===== src/rtl/snn_readout_pkg.sv =====
`default_nettype none
// ============================================================================
// Module      : snn_readout_pkg
// Description : Shared types, default sizing constants and the saturating
//               increment helper used by the spike readout / argmax block.
// Revision    : 1.0 - initial release
// ============================================================================
package snn_readout_pkg;

    // Defaults that line up with snn_core's spike vector width.
    localparam int c_def_n  = 96;
    localparam int c_def_cw = 8;
    localparam int c_def_tw = 16;

    typedef enum logic [1:0] {
        IDLE  = 2'd0,
        ACCUM = 2'd1,
        SCAN  = 2'd2,
        OUT   = 2'd3
    } rd_state_t;

    // Operates on a 32-bit container so any counter width up to 32 can share
    // it; callers zero-extend in and truncate the result back out.
    function automatic logic [31:0] sat_inc(input logic [31:0] cnt,
                                            input logic        b,
                                            input logic [31:0] max_val);
        if (b && (cnt < max_val))
            return cnt + 32'd1;
        else
            return cnt;
    endfunction

endpackage
`default_nettype wire


===== src/rtl/snn_spike_cnt_bank.sv =====
`default_nettype none
// ============================================================================
// Module      : snn_spike_cnt_bank
// Description : N saturating CW-bit spike counters with synchronous clear,
//               per-neuron increment and one indexed read port.
// Ports       : clk, rstn      - clock, async active-low reset
//               clr            - zero every counter
//               inc_en         - accumulate inc_vec this cycle
//               inc_vec[N]     - bit n increments counter n
//               rd_addr[IW]    - read index (>= N reads 0)
//               rd_data[CW]    - combinational counter value at rd_addr
// Revision    : 1.0 - initial release
// ============================================================================
module snn_spike_cnt_bank
    import snn_readout_pkg::*;
#(
    parameter int N  = c_def_n,
    parameter int CW = c_def_cw,
    parameter int IW = $clog2(N)
) (
    input  logic          clk,
    input  logic          rstn,
    input  logic          clr,
    input  logic          inc_en,
    input  logic [N-1:0]  inc_vec,
    input  logic [IW-1:0] rd_addr,
    output logic [CW-1:0] rd_data
);

    localparam logic [CW-1:0] c_cnt_max = '1;
    localparam logic [IW:0]   c_n       = (IW+1)'(N);

    logic [CW-1:0] r_cnt [N];

    generate
        for (genvar n = 0; n < N; n++) begin : g_cnt
            always_ff @(posedge clk or negedge rstn) begin
                if (!rstn) begin
                    r_cnt[n] <= '0;
                end else if (clr) begin
                    r_cnt[n] <= '0;
                end else if (inc_en) begin
                    r_cnt[n] <= CW'(sat_inc(32'(r_cnt[n]), inc_vec[n], 32'(c_cnt_max)));
                end
            end
        end
    endgenerate

    always_comb begin
        rd_data = '0;
        if ({1'b0, rd_addr} < c_n)
            rd_data = r_cnt[rd_addr];
    end

endmodule
`default_nettype wire


===== src/rtl/snn_readout_argmax.sv =====
`default_nettype none
// ============================================================================
// Module      : snn_readout_argmax
// Description : Counts spikes per neuron over a window of win_len timesteps,
//               scans the counts one neuron per cycle for the argmax (lowest
//               index wins ties) and presents the winner on a valid/ready
//               output.
// Ports       : clk, rstn            - clock, async active-low reset
//               start, win_len       - open a window (accepted in IDLE only)
//               spk_valid, spikes_vec- one timestep of spike bits
//               busy                 - high outside IDLE
//               out_valid/out_ready  - result handshake
//               out_class, out_count - winning index and its count
//               hist_rd_addr/_data   - count readback (SNN_READOUT_HIST_EN)
// Config      : define SNN_READOUT_HIST_EN to add the count readback port.
// Revision    : 1.0 - initial release
// ============================================================================
module snn_readout_argmax
    import snn_readout_pkg::*;
#(
    parameter int N  = c_def_n,
    parameter int CW = c_def_cw,
    parameter int TW = c_def_tw,
    localparam int IW = $clog2(N)
) (
    input  logic          clk,
    input  logic          rstn,
    input  logic          start,
    input  logic [TW-1:0] win_len,
    input  logic          spk_valid,
    input  logic [N-1:0]  spikes_vec,
    output logic          busy,
    output logic          out_valid,
    input  logic          out_ready,
    output logic [IW-1:0] out_class,
`ifdef SNN_READOUT_HIST_EN
    input  logic [IW-1:0] hist_rd_addr,
    output logic [CW-1:0] hist_rd_data,
`endif
    output logic [CW-1:0] out_count
);

    localparam logic [IW-1:0] c_last_idx = IW'(N - 1);

    rd_state_t     r_state;
    logic [TW-1:0] r_win_len;
    logic [TW-1:0] r_tick;
    logic [IW-1:0] r_idx;
    logic [CW-1:0] r_best;
    logic [IW-1:0] r_best_idx;
    logic          r_busy;
    logic          r_out_valid;
    logic [IW-1:0] r_out_class;
    logic [CW-1:0] r_out_count;

    logic          w_clr;
    logic          w_inc_en;
    logic [IW-1:0] w_rd_addr;
    logic [CW-1:0] w_rd_data;
    logic [TW-1:0] w_tick_nxt;
    logic          w_better;

    assign w_clr      = (r_state == IDLE) && start;
    assign w_inc_en   = (r_state == ACCUM) && spk_valid;
    assign w_tick_nxt = r_tick + 1'b1;
    // Strict compare keeps the earlier (lower) index on a tie.
    assign w_better   = (w_rd_data > r_best);

    // The single read mux belongs to the scan while scanning; otherwise it
    // is free for the readback port.
`ifdef SNN_READOUT_HIST_EN
    assign w_rd_addr = (r_state == SCAN) ? r_idx : hist_rd_addr;
`else
    assign w_rd_addr = r_idx;
`endif

    snn_spike_cnt_bank #(
        .N  (N),
        .CW (CW),
        .IW (IW)
    ) u_bank (
        .clk     (clk),
        .rstn    (rstn),
        .clr     (w_clr),
        .inc_en  (w_inc_en),
        .inc_vec (spikes_vec),
        .rd_addr (w_rd_addr),
        .rd_data (w_rd_data)
    );

    always_ff @(posedge clk or negedge rstn) begin
        if (!rstn) begin
            r_state     <= IDLE;
            r_win_len   <= '0;
            r_tick      <= '0;
            r_idx       <= '0;
            r_best      <= '0;
            r_best_idx  <= '0;
            r_busy      <= 1'b0;
            r_out_valid <= 1'b0;
            r_out_class <= '0;
            r_out_count <= '0;
        end else begin
            case (r_state)
                IDLE: begin
                    if (start) begin
                        r_win_len  <= win_len;
                        r_tick     <= '0;
                        r_idx      <= '0;
                        r_best     <= '0;
                        r_best_idx <= '0;
                        r_busy     <= 1'b1;
                        // An empty window skips straight to a scan of zeros.
                        r_state    <= (win_len == '0) ? SCAN : ACCUM;
                    end
                end
                ACCUM: begin
                    if (spk_valid) begin
                        r_tick <= w_tick_nxt;
                        if (w_tick_nxt == r_win_len)
                            r_state <= SCAN;
                    end
                end
                SCAN: begin
                    if (w_better) begin
                        r_best     <= w_rd_data;
                        r_best_idx <= r_idx;
                    end
                    if (r_idx == c_last_idx) begin
                        r_state     <= OUT;
                        r_out_valid <= 1'b1;
                        r_out_class <= w_better ? r_idx : r_best_idx;
                        r_out_count <= w_better ? w_rd_data : r_best;
                    end else begin
                        r_idx <= r_idx + 1'b1;
                    end
                end
                OUT: begin
                    if (out_ready) begin
                        r_out_valid <= 1'b0;
                        r_busy      <= 1'b0;
                        r_state     <= IDLE;
                    end
                end
                default: r_state <= IDLE;
            endcase
        end
    end

`ifdef SNN_READOUT_HIST_EN
    logic [CW-1:0] r_hist_data;

    // Counts are only meaningful once the window has closed and been scanned.
    always_ff @(posedge clk or negedge rstn) begin
        if (!rstn)
            r_hist_data <= '0;
        else if ((r_state == IDLE) || (r_state == OUT))
            r_hist_data <= w_rd_data;
        else
            r_hist_data <= '0;
    end

    assign hist_rd_data = r_hist_data;
`endif

    assign busy      = r_busy;
    assign out_valid = r_out_valid;
    assign out_class = r_out_class;
    assign out_count = r_out_count;

endmodule
`default_nettype wire


===== config.mk =====
export PLATFORM = sky130hd
export DESIGN_NAME = snn_readout_argmax
export DESIGN_NICKNAME = d
export VERILOG_FILES = /design/src/rtl/snn_readout_pkg.sv /design/src/rtl/snn_spike_cnt_bank.sv /design/src/rtl/snn_readout_argmax.sv
export SDC_FILE = /design/constraint.sdc
export NUM_CORES = 2
export LEC_CHECK = 0
export BUFFER_PORTS_ARGS = -buffer_cell sky130_fd_sc_hd__buf_2
export CORE_ASPECT_RATIO = 1.75
export CORE_UTILIZATION = 40
export DETAILED_ROUTE_END_ITERATION = 16
export SYNTH_ARGS = -nofsm -noshare
export SYNTH_HDL_FRONTEND = slang
export SYNTH_SLANG_ARGS = --single-unit

===== constraint.sdc =====
create_clock -name clk -period 4.5 [get_ports clk]
set_input_delay 0.225 -clock clk [delete_from_list [all_inputs] [get_ports clk]]
set_output_delay 0.225 -clock clk [all_outputs]
set_load 0.02 [all_outputs]

==> flow_metrics.py <==
metrics = {
    "status": {
        "status": "finished clean",
    },
    "floorplanning": {
        "fp.dieW_um": 261.7,
        "rows": 166,
        "start_util_pct": 40.38,
        "core_area_um2": 116900,
        "die-area_um2": 119500,
        "die_y_um": 456.5,
        "ioPinCount": 134,
    },
    "synthesis": {
        "netlist_instances": 4705,
        "ys_warn_count": 0,
        "synth_top_family_by_area": "simple AND/OR/NAND/NOR gates",
        "syn_nets": 4933,
        "ys_seq_elements": 841,
        "synth.area.mux_share_pct": 12.70,
        "avgSynthCellArea_um2": 10.04,
        "synth-edff-count": 0,
        "async_flop_share_pct": 100.0,
        "synth_compound_area_share_pct": 9.459,
        "ys_seq_area_share_pct": 44.56,
        "synth_area_um2": 47220,
        "synth_xor_area_share_pct": 9.459,
        "synth_fa_ha_area_share_pct": 2.941,
        "yosys.area_share.simple_pct": 18.43,
        "synth.distinct_cells": 64,
        "yosys_most_used_dff": "dfrtp_1",
    },
    "route": {
        "firstDrtPassIters": 5,
        "via_per_inst": 5.792,
        "drc": 0,
        "routed_wl_um": 138200,
        "initialDrtViolationCount": 2514,
        "dr_total_vias": 37250,
        "wl_per_cell_um": 21.49,
        "ant_nets": 0,
    },
    "timing": {
        "rsz0062_at_grt": "false",
        "period_share_pct": 95.23,
        "clock_skew_ns": 0.02716,
        "fmax_ghz": 0.2334,
        "tightest_slew_ns": 0.9826,
        "maxSlewViolCount": 0,
        "setup_viol": 0,
        "hold_viol": 0,
        "relSlewSlack_pct": 34.36,
        "setup_tns_ns": 0,
        "layout_min_cycle_time_ns": 4.285,
    },
    "layout": {
        "fillers": 10980,
        "stdcell_area_um2": 53200,
        "ff_latch_area_um2": 21060,
        "multi_input_area_um2": 25050,
        "fin_nets": 5081,
        "final_cells": 6432,
        "syn2layout_area_growth_pct": 12.66,
        "drive_gt1_share_pct": 12.20,
    },
    "worst_setup_path": {
        "critPathArrivalTime_ns": 4.86,
        "path_max_fanout": 22,
        "crit_required_ns": 5.08,
        "crit_type": "flop to flop",
        "end_kind": "flop",
        "crit_path_start_kind": "flop",
    },
    "clock_network": {
        "cts_buffers": 85,
        "clk_latency_ns": 0.70,
        "cts_max_level": 3,
        "cts_tree": "built",
        "cts-root-buf": "clkbuf_16",
        "path_clk_slew_ns": 0.06,
        "cts_buffer_depth": 3,
        "cts_sinks": 841,
    },
    "placed_design": {
        "numPortBuffers": 133,
        "hpwl_um": 100600,
        "placed_area_um2": 50090,
        "place_inst": 6254,
        "place_congestion": 0.9117,
    },
    "global_routing": {
        "grt_max_degree": 142,
        "grt_pass1_vias": 36990,
        "grt-ovfl-total": 0,
        "grt_pass1_wl_um": 216400,
        "antenna_found_initial": 4,
        "grt_util_all_layers_pct": 23.33,
    },
    "flow_run": {
        "drv_cap": 0,
    },
    "power": {
        "leakage_nw": 23.45,
        "power.density_nw_per_um2": 463.1,
        "ir_worst_vdd_uv": 433.0,
    },
    "min_path": {
        "hp-class": "primary input to flop",
    },
}
[synth_stat cells (7+ instances only)]
library cell	number	area share [%]
o211a_1	46	0.98
o31ai_1	7	0.11
and2_1	10	0.13
o2111ai_1	36	0.67
a22o_1	8	0.15
nor4_1	7	0.093
o21ai_1	11	0.12
nand2b_1	9	0.12
buf_2	41	0.43
mux4_2	185	8.8
mux2i_1	165	3.5
clkbuf_1	137	1.1
a21boi_0	12	0.19
a22oi_1	19	0.30
buf_1	10	0.079
and3_1	58	0.77
or3_1	187	2.5
ha_1	111	2.9
nand4_1	256	3.4
o221ai_1	12	0.22
inv_1	66	0.52
a21oi_1	222	2.4
o211ai_1	56	0.89
nand3_1	151	1.6
nor2_1	698	5.5
mux2_2	16	0.38
dfrtp_1	841	45
xor2_1	391	7.3
o21ai_0	229	2.4
a211o_1	8	0.15
nor3_1	11	0.12
xnor2_1	119	2.2
nand2_1	474	3.8
nor2b_1	11	0.15
buf_4	12	0.19
[per-layer routing]
layer | wire, µm | track usage [%] | vias up
li1 | - | - | 17200
met1 | 53870 | 27.83 | 18820
met2 | 71650 | 40.88 | 934
met3 | 5812 | 3.175 | 299
met4 | 6854 | 11.10 | 2
met5 | 12 | 0 | -
[placed cells by master (no fill, tap or decap), types with 10 or more instances in the layout]
cell,n
a21boi_0,12
a21oi_1,221
a22oi_1,19
and3_1,58
buf_12,28
buf_2,132
buf_4,81
clkbuf_1,13
clkbuf_16,86
clkbuf_8,20
clkinv_2,14
dfrtp_1,837
dlygate4sd3_1,24
ha_1,111
inv_1,66
mux2_2,16
mux2i_1,165
mux4_2,185
nand2_1,473
nand3_1,151
nand4_1,256
nor2_1,696
nor2b_1,11
nor3_1,10
o2111ai_1,36
o211a_1,46
o211ai_1,56
o21ai_0,229
o21ai_1,11
o221ai_1,12
or3_1,187
xnor2_1,119
xor2_1,391
[power by group]
part	leakage [nW]	internal [mW]	switching (mW)	total [mW]
Clock	1.41	4.25	3.24	7.49
Combinational	10.4	3.07	4.38	7.45
Sequential	11.6	8.45	1.24	9.70
[path summary, 6_finish.rpt]
kind | from | to | slack [ns] | cells past startpoint
setup / recovery | r_idx[0] | out_count[6] | 0.21 | 15
hold / removal | spikes_vec[66] | u_bank.r_cnt[232] | 0.04 | 4
setup reg to reg | r_idx[0] | out_count[6] | 0.21 | 15
hold reg to reg | r_best[4] | r_best[4] | 0.50 | 2
max in group asynchronous | rstn | u_bank.r_cnt[213] | 3.15 | 3
min in group asynchronous | rstn | u_bank.r_cnt[563] | 0.09 | 2
[state kept, by name (all words and copies together), names as in the netlist]
name / count
u_bank.r_cnt: 768
r_tick: 16
r_win_len: 16
out_count: 8
r_best: 8
out_class: 7
r_best_idx: 7
r_idx: 7
r_state: 2
busy: 1
out_valid: 1
[worst max-delay path: stages (launching register included)]
cell,delay (ns)
dfrtp_4,0.49
buf_12,0.22
buf_4,0.23
mux4_2,0.53
mux2i_1,0.36
a221o_1,0.38
nand3_1,0.17
ha_1,0.33
nand3_1,0.10
o21bai_1,0.16
a31o_2,0.26
a21o_1,0.29
buf_4,0.20
nand2_1,0.07
o21ai_0,0.07
mux2_2,0.26
[cell type report]
| class | count | area share, % |
|---|---|---|
| antenna | 3 | 0.01411 |
| inverter | 67 | 0.4798 |
| multi-input combinational | 3592 | 47.08 |
| tap | 1512 | 3.556 |
| clock buffer | 119 | 4.654 |
| timing repair buffer | 266 | 3.918 |
| clock inverter | 32 | 0.7126 |
| sequential | 841 | 39.58 |
[kinds of logic (layout without fill, tap and decap cells)]
family                     Yosys count  in the layout
AOI/OAI and AO/OA                  718            718
xor gates and xnor gates           510            510
adders and majority gates          111            111
buffers and inverters              272            484
DFF                                841            841
muxes                              366            366
other                                0              3
and+or+nand+nor                   1887           1887
[per-stage QoR]
step | util, % | hold WS [ns] | total power [mW] | setup slack (ns)
global placement | 42.83 | 0.2224 | 17.11 | 0.1731
floorplan | - | -0.07059 | 14.54 | 0.4671
global route | 45.50 | 0.04859 | 25.95 | 0.02323
finish | 45.50 | 0.03617 | 24.64 | 0.2147
CTS | 45.48 | 0.0003726 | 24.85 | 0.1669
detailed placement | 42.83 | 0.2248 | 17.27 | 0.1586
[timing repair]
| item | 4_1_cts | 5_1_grt |
|---|---|---|
| endpoints found under the hold margin | 137 | 0 |
| setup buffers | 0 | 0 |
| endpoints found under the setup margin | 0 | 18 |
| hold buffers | 24 | 0 |
| gates resized for setup | 0 | 3 |
Power figures use the tool's default switching activity.
